$ cat src/rtl/uart_rx_framed_if.sv
// Beat stream from the UART receiver to downstream packet logic.
interface uart_rx_framed_if #(
  parameter int unsigned W_OUT = 32
) ();
  logic             m_valid;
  logic             m_ready;
  logic [W_OUT-1:0] m_data;
  logic             m_parity_err;
  logic             m_frame_err;

  modport master (
    output m_valid, m_data, m_parity_err, m_frame_err,
    input  m_ready
  );

  modport slave (
    input  m_valid, m_data, m_parity_err, m_frame_err,
    output m_ready
  );
endinterface

$ cat src/rtl/uart_rx_framed.sv
// Framed UART receiver: synchronises rx, decodes start/data/parity/stop, packs
// W_OUT/BITS_PER_WORD characters per beat and queues beats in a small FIFO.
// Optional 2-of-3 majority sampling enabled by defining UART_RX_MAJORITY_VOTE_EN.
module uart_rx_framed #(
  parameter int unsigned CLOCKS_PER_PULSE = 16,
  parameter int unsigned BITS_PER_WORD    = 8,
  parameter int unsigned W_OUT            = 32,
  parameter int unsigned PARITY_MODE      = 1,
  parameter int unsigned STOP_BITS        = 1,
  parameter int unsigned FIFO_DEPTH       = 4
) (
  input  logic             clk,
  input  logic             rstn,
  input  logic             rx,
  uart_rx_framed_if.master m,
  output logic             overrun
);
  localparam int unsigned NUM_WORDS = W_OUT / BITS_PER_WORD;
  localparam int unsigned CW   = (CLOCKS_PER_PULSE > 1) ? $clog2(CLOCKS_PER_PULSE) : 1;
  localparam int unsigned BW   = (BITS_PER_WORD > 1) ? $clog2(BITS_PER_WORD) : 1;
  localparam int unsigned WW   = (NUM_WORDS > 1) ? $clog2(NUM_WORDS) : 1;
  localparam int unsigned AW   = (FIFO_DEPTH > 1) ? $clog2(FIFO_DEPTH) : 1;
  localparam int unsigned CNTW = AW + 1;
  localparam int unsigned EW   = W_OUT + 2;

  typedef enum logic [2:0] {
    S_IDLE, S_START, S_DATA, S_PARITY, S_STOP, S_WAIT_HIGH
  } state_e;

  state_e               state_q, state_d;
  logic                 rx_meta_q, rx_meta_d, rxs_q, rxs_d;
  logic [CW-1:0]        c_clocks_q, c_clocks_d;
  logic [BW-1:0]        c_bits_q, c_bits_d;
  logic [WW-1:0]        c_words_q, c_words_d;
  logic [BITS_PER_WORD-1:0] char_q, char_d;
  logic                 char_perr_q, char_perr_d, char_ferr_q, char_ferr_d;
  logic                 perr_acc_q, perr_acc_d, ferr_acc_q, ferr_acc_d;
  logic [W_OUT-1:0]     beat_q, beat_d;
  logic [EW-1:0]        mem_q [FIFO_DEPTH];
  logic [EW-1:0]        mem_d [FIFO_DEPTH];
  logic [AW-1:0]        wptr_q, wptr_d, rptr_q, rptr_d;
  logic [CNTW-1:0]      count_q, count_d;
  logic                 m_valid_q, m_valid_d, overrun_q, overrun_d;
  logic [EW-1:0]        head_q, head_d;
  logic                 bit_c, ferr_now_c, push_c, push_ok_c, pop_c, full_c;
  logic [EW-1:0]        push_entry_c;

`ifdef UART_RX_MAJORITY_VOTE_EN
  logic [1:0] hist_q, hist_d;

  // Two previous rxs samples, for majority decisions at T-2, T-1, T.
  always_comb hist_d = {hist_q[0], rxs_q};

  // History register.
  always_ff @(posedge clk) begin
    if (!rstn) hist_q <= 2'b11;
    else       hist_q <= hist_d;
  end

  assign bit_c = (hist_q[1] & hist_q[0]) | (hist_q[1] & rxs_q) | (hist_q[0] & rxs_q);
`else
  assign bit_c = rxs_q;
`endif

  // Receive FSM, beat assembly and FIFO next-state.
  always_comb begin
    state_d      = state_q;
    rx_meta_d    = rx;
    rxs_d        = rx_meta_q;
    c_clocks_d   = c_clocks_q;
    c_bits_d     = c_bits_q;
    c_words_d    = c_words_q;
    char_d       = char_q;
    char_perr_d  = char_perr_q;
    char_ferr_d  = char_ferr_q;
    perr_acc_d   = perr_acc_q;
    ferr_acc_d   = ferr_acc_q;
    beat_d       = beat_q;
    mem_d        = mem_q;
    wptr_d       = wptr_q;
    rptr_d       = rptr_q;
    count_d      = count_q;
    overrun_d    = 1'b0;
    push_c       = 1'b0;
    push_entry_c = '0;
    ferr_now_c   = char_ferr_q | ~bit_c;

    case (state_q)
      S_IDLE: begin
        c_clocks_d = '0;
        if (!rxs_q) state_d = S_START;
      end
      S_START: begin
        if (c_clocks_q == CW'(CLOCKS_PER_PULSE / 2 - 1)) begin
          c_clocks_d = '0;
          if (!bit_c) begin
            state_d     = S_DATA;
            c_bits_d    = '0;
            char_perr_d = 1'b0;
            char_ferr_d = 1'b0;
          end else begin
            state_d = S_IDLE;
          end
        end else begin
          c_clocks_d = c_clocks_q + CW'(1);
        end
      end
      S_DATA: begin
        if (c_clocks_q == CW'(CLOCKS_PER_PULSE - 1)) begin
          c_clocks_d = '0;
          char_d     = BITS_PER_WORD'({bit_c, char_q} >> 1);
          if (c_bits_q == BW'(BITS_PER_WORD - 1)) begin
            c_bits_d = '0;
            state_d  = (PARITY_MODE == 0) ? S_STOP : S_PARITY;
          end else begin
            c_bits_d = c_bits_q + BW'(1);
          end
        end else begin
          c_clocks_d = c_clocks_q + CW'(1);
        end
      end
      S_PARITY: begin
        if (c_clocks_q == CW'(CLOCKS_PER_PULSE - 1)) begin
          c_clocks_d  = '0;
          char_perr_d = (PARITY_MODE == 2) ? ~(^{char_q, bit_c}) : (^{char_q, bit_c});
          state_d     = S_STOP;
        end else begin
          c_clocks_d = c_clocks_q + CW'(1);
        end
      end
      S_STOP: begin
        if (c_clocks_q == CW'(CLOCKS_PER_PULSE - 1)) begin
          c_clocks_d = '0;
          if (c_bits_q == BW'(STOP_BITS - 1)) begin
            c_bits_d = '0;
            for (int i = 0; i < NUM_WORDS; i++)
              if (c_words_q == WW'(i)) beat_d[i*BITS_PER_WORD +: BITS_PER_WORD] = char_q;
            perr_acc_d = perr_acc_q | char_perr_q;
            ferr_acc_d = ferr_acc_q | ferr_now_c;
            if (c_words_q == WW'(NUM_WORDS - 1)) begin
              push_c       = 1'b1;
              push_entry_c = {ferr_acc_d, perr_acc_d, beat_d};
              c_words_d    = '0;
              perr_acc_d   = 1'b0;
              ferr_acc_d   = 1'b0;
              beat_d       = '0;
            end else begin
              c_words_d = c_words_q + WW'(1);
            end
            state_d = ferr_now_c ? S_WAIT_HIGH : S_IDLE;
          end else begin
            c_bits_d    = c_bits_q + BW'(1);
            char_ferr_d = ferr_now_c;
          end
        end else begin
          c_clocks_d = c_clocks_q + CW'(1);
        end
      end
      S_WAIT_HIGH: begin
        if (rxs_q) state_d = S_IDLE;
      end
      default: state_d = S_IDLE;
    endcase

    // FIFO: a push into a full FIFO only succeeds when the head pops this cycle.
    pop_c     = m_valid_q && m.m_ready;
    full_c    = (count_q == CNTW'(FIFO_DEPTH));
    push_ok_c = push_c && (!full_c || pop_c);
    overrun_d = push_c && full_c && !pop_c;
    if (push_ok_c) begin
      mem_d[wptr_q] = push_entry_c;
      wptr_d        = wptr_q + AW'(1);
    end
    if (pop_c) rptr_d = rptr_q + AW'(1);
    count_d   = count_q + CNTW'(push_ok_c) - CNTW'(pop_c);
    m_valid_d = (count_d != '0);
    if (count_d == '0)                       head_d = '0;
    else if (push_ok_c && wptr_q == rptr_d)  head_d = push_entry_c;
    else                                     head_d = mem_q[rptr_d];
  end

  // State and datapath registers.
  always_ff @(posedge clk) begin
    if (!rstn) begin
      state_q     <= S_IDLE;
      rx_meta_q   <= 1'b1;
      rxs_q       <= 1'b1;
      c_clocks_q  <= '0;
      c_bits_q    <= '0;
      c_words_q   <= '0;
      char_q      <= '0;
      char_perr_q <= 1'b0;
      char_ferr_q <= 1'b0;
      perr_acc_q  <= 1'b0;
      ferr_acc_q  <= 1'b0;
      beat_q      <= '0;
      for (int i = 0; i < FIFO_DEPTH; i++) mem_q[i] <= '0;
      wptr_q      <= '0;
      rptr_q      <= '0;
      count_q     <= '0;
      m_valid_q   <= 1'b0;
      overrun_q   <= 1'b0;
      head_q      <= '0;
    end else begin
      state_q     <= state_d;
      rx_meta_q   <= rx_meta_d;
      rxs_q       <= rxs_d;
      c_clocks_q  <= c_clocks_d;
      c_bits_q    <= c_bits_d;
      c_words_q   <= c_words_d;
      char_q      <= char_d;
      char_perr_q <= char_perr_d;
      char_ferr_q <= char_ferr_d;
      perr_acc_q  <= perr_acc_d;
      ferr_acc_q  <= ferr_acc_d;
      beat_q      <= beat_d;
      mem_q       <= mem_d;
      wptr_q      <= wptr_d;
      rptr_q      <= rptr_d;
      count_q     <= count_d;
      m_valid_q   <= m_valid_d;
      overrun_q   <= overrun_d;
      head_q      <= head_d;
    end
  end

  assign m.m_valid      = m_valid_q;
  assign m.m_data       = head_q[W_OUT-1:0];
  assign m.m_parity_err = head_q[W_OUT];
  assign m.m_frame_err  = head_q[W_OUT+1];
  assign overrun        = overrun_q;
endmodule

$ cat src/flat_wrapper.sv
// flat-port wrapper written by rule: the top's interface ports become plain ports
module uart_rx_framed_flat 
#(
  parameter int unsigned CLOCKS_PER_PULSE = 16,
  parameter int unsigned BITS_PER_WORD    = 8,
  parameter int unsigned W_OUT            = 32,
  parameter int unsigned PARITY_MODE      = 1,
  parameter int unsigned STOP_BITS        = 1,
  parameter int unsigned FIFO_DEPTH       = 4
)
  (clk, rstn, rx, overrun, m_m_valid, m_m_data, m_m_parity_err, m_m_frame_err, m_m_ready);
  uart_rx_framed_if #(.W_OUT(W_OUT)) m_i ();
  input  logic clk;
  input  logic rstn;
  input  logic rx;
  output logic overrun;
  output wire logic [$bits(m_i.m_valid)-1:0] m_m_valid;
  output wire logic [$bits(m_i.m_data)-1:0] m_m_data;
  output wire logic [$bits(m_i.m_parity_err)-1:0] m_m_parity_err;
  output wire logic [$bits(m_i.m_frame_err)-1:0] m_m_frame_err;
  input wire logic [$bits(m_i.m_ready)-1:0] m_m_ready;
  assign m_m_valid = m_i.m_valid;
  assign m_m_data = m_i.m_data;
  assign m_m_parity_err = m_i.m_parity_err;
  assign m_m_frame_err = m_i.m_frame_err;
  assign m_i.m_ready = m_m_ready;
  uart_rx_framed #(.CLOCKS_PER_PULSE(CLOCKS_PER_PULSE), .BITS_PER_WORD(BITS_PER_WORD), .W_OUT(W_OUT), .PARITY_MODE(PARITY_MODE), .STOP_BITS(STOP_BITS), .FIFO_DEPTH(FIFO_DEPTH)) u_core (.clk(clk), .rstn(rstn), .rx(rx), .m(m_i), .overrun(overrun));
endmodule
$ cat config.mk
export PLATFORM = sky130hd
export DESIGN_NAME = uart_rx_framed_flat
export DESIGN_NICKNAME = d
export VERILOG_FILES = /design/src/rtl/uart_rx_framed_if.sv /design/src/rtl/uart_rx_framed.sv /design/src/flat_wrapper.sv
export SDC_FILE = /design/constraint.sdc
export NUM_CORES = 1
export LEC_CHECK = 0
export BUFFER_PORTS_ARGS = -buffer_cell sky130_fd_sc_hd__buf_2
export CORE_ASPECT_RATIO = 1.2
export CORE_UTILIZATION = 50
export DETAILED_ROUTE_END_ITERATION = 12
export PLACE_DENSITY = 0.67
export SETUP_SLACK_MARGIN = 0.05
export SLEW_MARGIN = 15
export SYNTH_ARGS = -nofsm -noshare
export SYNTH_HDL_FRONTEND = slang
export SYNTH_SLANG_ARGS = --single-unit
$ cat constraint.sdc
create_clock -name clk -period 3.35 [get_ports clk]
set_clock_uncertainty 0.05 [all_clocks]
set_input_delay 0.67 -clock clk [delete_from_list [all_inputs] [get_ports clk]]
set_output_delay 0.67 -clock clk [all_outputs]
set_load 0.005 [all_outputs]
==> flow_summary_export.csv <==
group,metric,value,unit
yosys,synth_top_area_share,45.7,%
setup_path,cp-endpoint,"u_core.head_q[12]",
global_routing,overflow,0,
finish,syn2layout_area_growth,12.3,%
setup_path,crit_arrival,3.15,ns
yosys,netlist-cell-type-count,50,
die,initial_utilization,51.1,%
yosys,syn-num-nets,1116,
global_routing,grt_first_pass_wirelength,37.8,mm
yosys,yosys-top-cells-area,"dfxtp_1 (46%), o211a_1 (10%), nand2_1 (7.9%), mux2i_1 (7.1%), a211o_1 (3.1%)",
setup_path,worst_r2r_startpoint,"u_core.c_bits_q[0]",
global_routing,grt_pass1_vias,7053,
timing,finalWorstSetupSlack,0.542,ns
yosys,syn-mean-instance-area,9.13,µm²
pwr,vdd_ir_drop_max,0.573,mV
timing,setup_violations,0,
drt,via_per_inst,5.66,
pwr,p_leak,5.24,nW
drt,drcViolationCount,0,
yosys,synthesis.area,0.0100,mm²
yosys,async_flop_share,0,%
setup_path,startpoint,"u_core.c_bits_q[0]",
global_routing,grt_max_degree,80,
clocking,numCtsBuffers,24,
global_routing,antenna_found_initial,0,
timing,worstMarginPinSlew,0.817,ns
die,fp-row-count,56,
timing,maxSlewViolCount,0,
drt,wirelength,23.2,mm
die,fp.coreArea,0.0196,mm²
clocking,hold_buffers,0,
yosys,yosys_warnings,0,
die,die_area,0.0206,mm²
yosys,ys_ff_latch,229,
placed_design,place_area,0.0104,mm²
status,status,"completed",
timing,clock.fmax,356,MHz
setup_path,crit_fanout,35,
pwr,powerDensity,609,mW/mm²
placed_design,gp_congestion,0.793,
clocking,cts-root-buf,"clkbuf_16",
finish,nFillCells,1779,
clocking,clock_latency,0.51,ns
drt,antenna_left,0,
die,fp.dieW,131,µm
placed_design,place.detailed.hpwl,13.2,mm
drt,drtIter0Drc,487,
timing,rsz0062_at_grt,"false",
setup_path,reg2reg_to,"u_core.head_q[12]",
yosys,synth-edff-count,0,
die,io_pins,40,
finish,final_common_cell,"dfxtp_1",
clocking,clk_pin_slew,0.06,ns
die,die_h,157,µm
setup_path,required,3.69,ns
yosys,yosysSeqAreaShare,45.7,%
worst_hold_path,hold_path.class,"input port to flip-flop",
drt,first_pass_iters,5,
timing,period_minus_slack,2.81,ns
setup_path,regToRegSetupSlack,0.54,ns
setup_path,reg2reg_depth,11,
placed_design,io_buffers,39,
placed_design,pre_cts_ws,0.373,ns
global_routing,global_route.usage.total,22.6,%
clocking,cts_tree,"done",
clocking,cts_buffer_depth,3,
timing,timing.final.crit_share,83.8,%
finish,final_nets,1099,
yosys,synthFlopType,"dfxtp_1",
yosys,syn_inst,1097,
setup_path,setup.worst_path.start_class,"flip-flop",
finish,design_area,0.0113,mm²
timing,setup_tns,0,ns
setup_path,cp-end-kind,"flip-flop",
finish,final_cell_mix,"dfxtp_1 (228), nand2_1 (210), o211a_1 (104), mux2i_1 (71), nor2_1 (65)",
run,maxCapViolations,0,
clocking,htreeDepth,1,
drt,routedWlPerCell,17.1,µm
finish,drive_gt1_share,10.8,%
finish,num_antenna_cells,0,
timing,slew_headroom,45.5,%
clocking,postCtsResizedCells,0,
timing,finalHoldViolations,0,
clocking,postCtsSetupBuffers,0,
finish,finish.utilization,57.3,%
drt,vias,7689,
clocking,clkSinkCount,229,
yosys,synth_area_leader_cell,"dfxtp_1",
setup_path,crit_type,"flip-flop to flip-flop",
kinds of logic (layout without fill, tap and decap cells):
kind of cell    count (synthesis)  count (layout)  share of synthesized area, %
simple gates                  353             353                          15.2
buf+inv                       118             118                          5.02
xor+xnor                       13              13                          1.14
flops                         229             229                          45.7
compound gates                297             297                          23.7
fa+ha+maj                      15              15                          1.95
mux                            72              72                          7.20
through the flow:
step                      instances  hold slack [ns]  power (mW)
final                          1358            0.295        6.85
after global routing           1358            0.302        7.13
after CTS                      1358            0.283        6.91
after detailed placement       1315            0.346        4.11
after global placement         1315            0.343        4.11
after floorplan                1097            0.336        3.67
Yosys cell counts (all sizes together) (2+ instances only):
cell / instances
a21oi: 43
a211o: 35
o221a: 2
nor3: 4
a211oi: 25
o21ai: 8
nand2: 210
a21boi: 35
and2: 7
xor2: 2
nor2b: 13
o221ai: 2
or2: 2
mux2i: 71
a311oi: 2
ha: 14
and3: 7
buf: 41
and3b: 2
o211a: 104
nand2b: 6
clkbuf: 63
nand3: 23
dfxtp: 229
o22ai: 34
nor4: 2
nand4: 2
nor2: 65
xnor2: 11
nor3b: 4
a31oi: 3
inv: 14
layer usage:
layer / vias up / routed length [µm] / global-route usage (%)
met5: - / 0 / 0
met1: 3683 / 11100 / 30.0
met2: 144 / 10900 / 39.3
li1: 3840 / - / -
met4: 0 / 322 / 4.99
met3: 22 / 964 / 2.54
where the power goes:
part | switching [mW] | internal [mW] | total [mW]
logic | 0.649 | 0.485 | 1.13
clock network | 1.06 | 1.74 | 2.80
registers | 0.0559 | 2.86 | 2.91
total | 1.76 | 5.09 | 6.85
layout make-up:
type                       instances  area (µm²)  area share [%]
multi-input combinational        750        4990            44.3
sequential                       229        4590            40.8
tap                              261         327            2.90
inverter                          14        52.6           0.467
timing repair buffer              61         450            4.00
clock buffer                      35         733            6.52
clock inverter                     8         115            1.02
state kept, by name (all words and copies together) (netlist names), 2 cells and up:
name,flops
u_core.char_q,8
u_core.head_q,34
u_core.wptr_q,2
u_core.rptr_q,2
u_core.state_q,3
u_core.c_words_q,2
u_core.c_bits_q,3
u_core.c_clocks_q,4
u_core.count_q,3
u_core.beat_q,24
u_core.mem_q,136
worst min-delay path by stage:
stage / from / cells past startpoint / end / slack, ns
2_1_floorplan: u_core.rx_meta_q / 1 / u_core.bit_c / 0.34
3_3_place_gp: u_core.rx_meta_q / 1 / u_core.bit_c / 0.34
3_5_place_dp: u_core.rx_meta_q / 1 / u_core.bit_c / 0.35
4_1_cts: rx / 2 / u_core.rx_meta_q / 0.28
5_1_grt: rx / 2 / u_core.rx_meta_q / 0.30
6_report: rx / 2 / u_core.rx_meta_q / 0.30
critical path, stage by stage, from the launching register on:
cell	delay, ns
dfxtp_1	0.35
inv_1	0.06
ha_1	0.21
and4b_1	0.24
and3_1	0.20
nand2_1	0.12
inv_1	0.06
ha_1	0.20
fa_1	0.53
o31ai_4	0.31
buf_12	0.27
a21oi_1	0.08
Power figures use the tool's default switching activity.
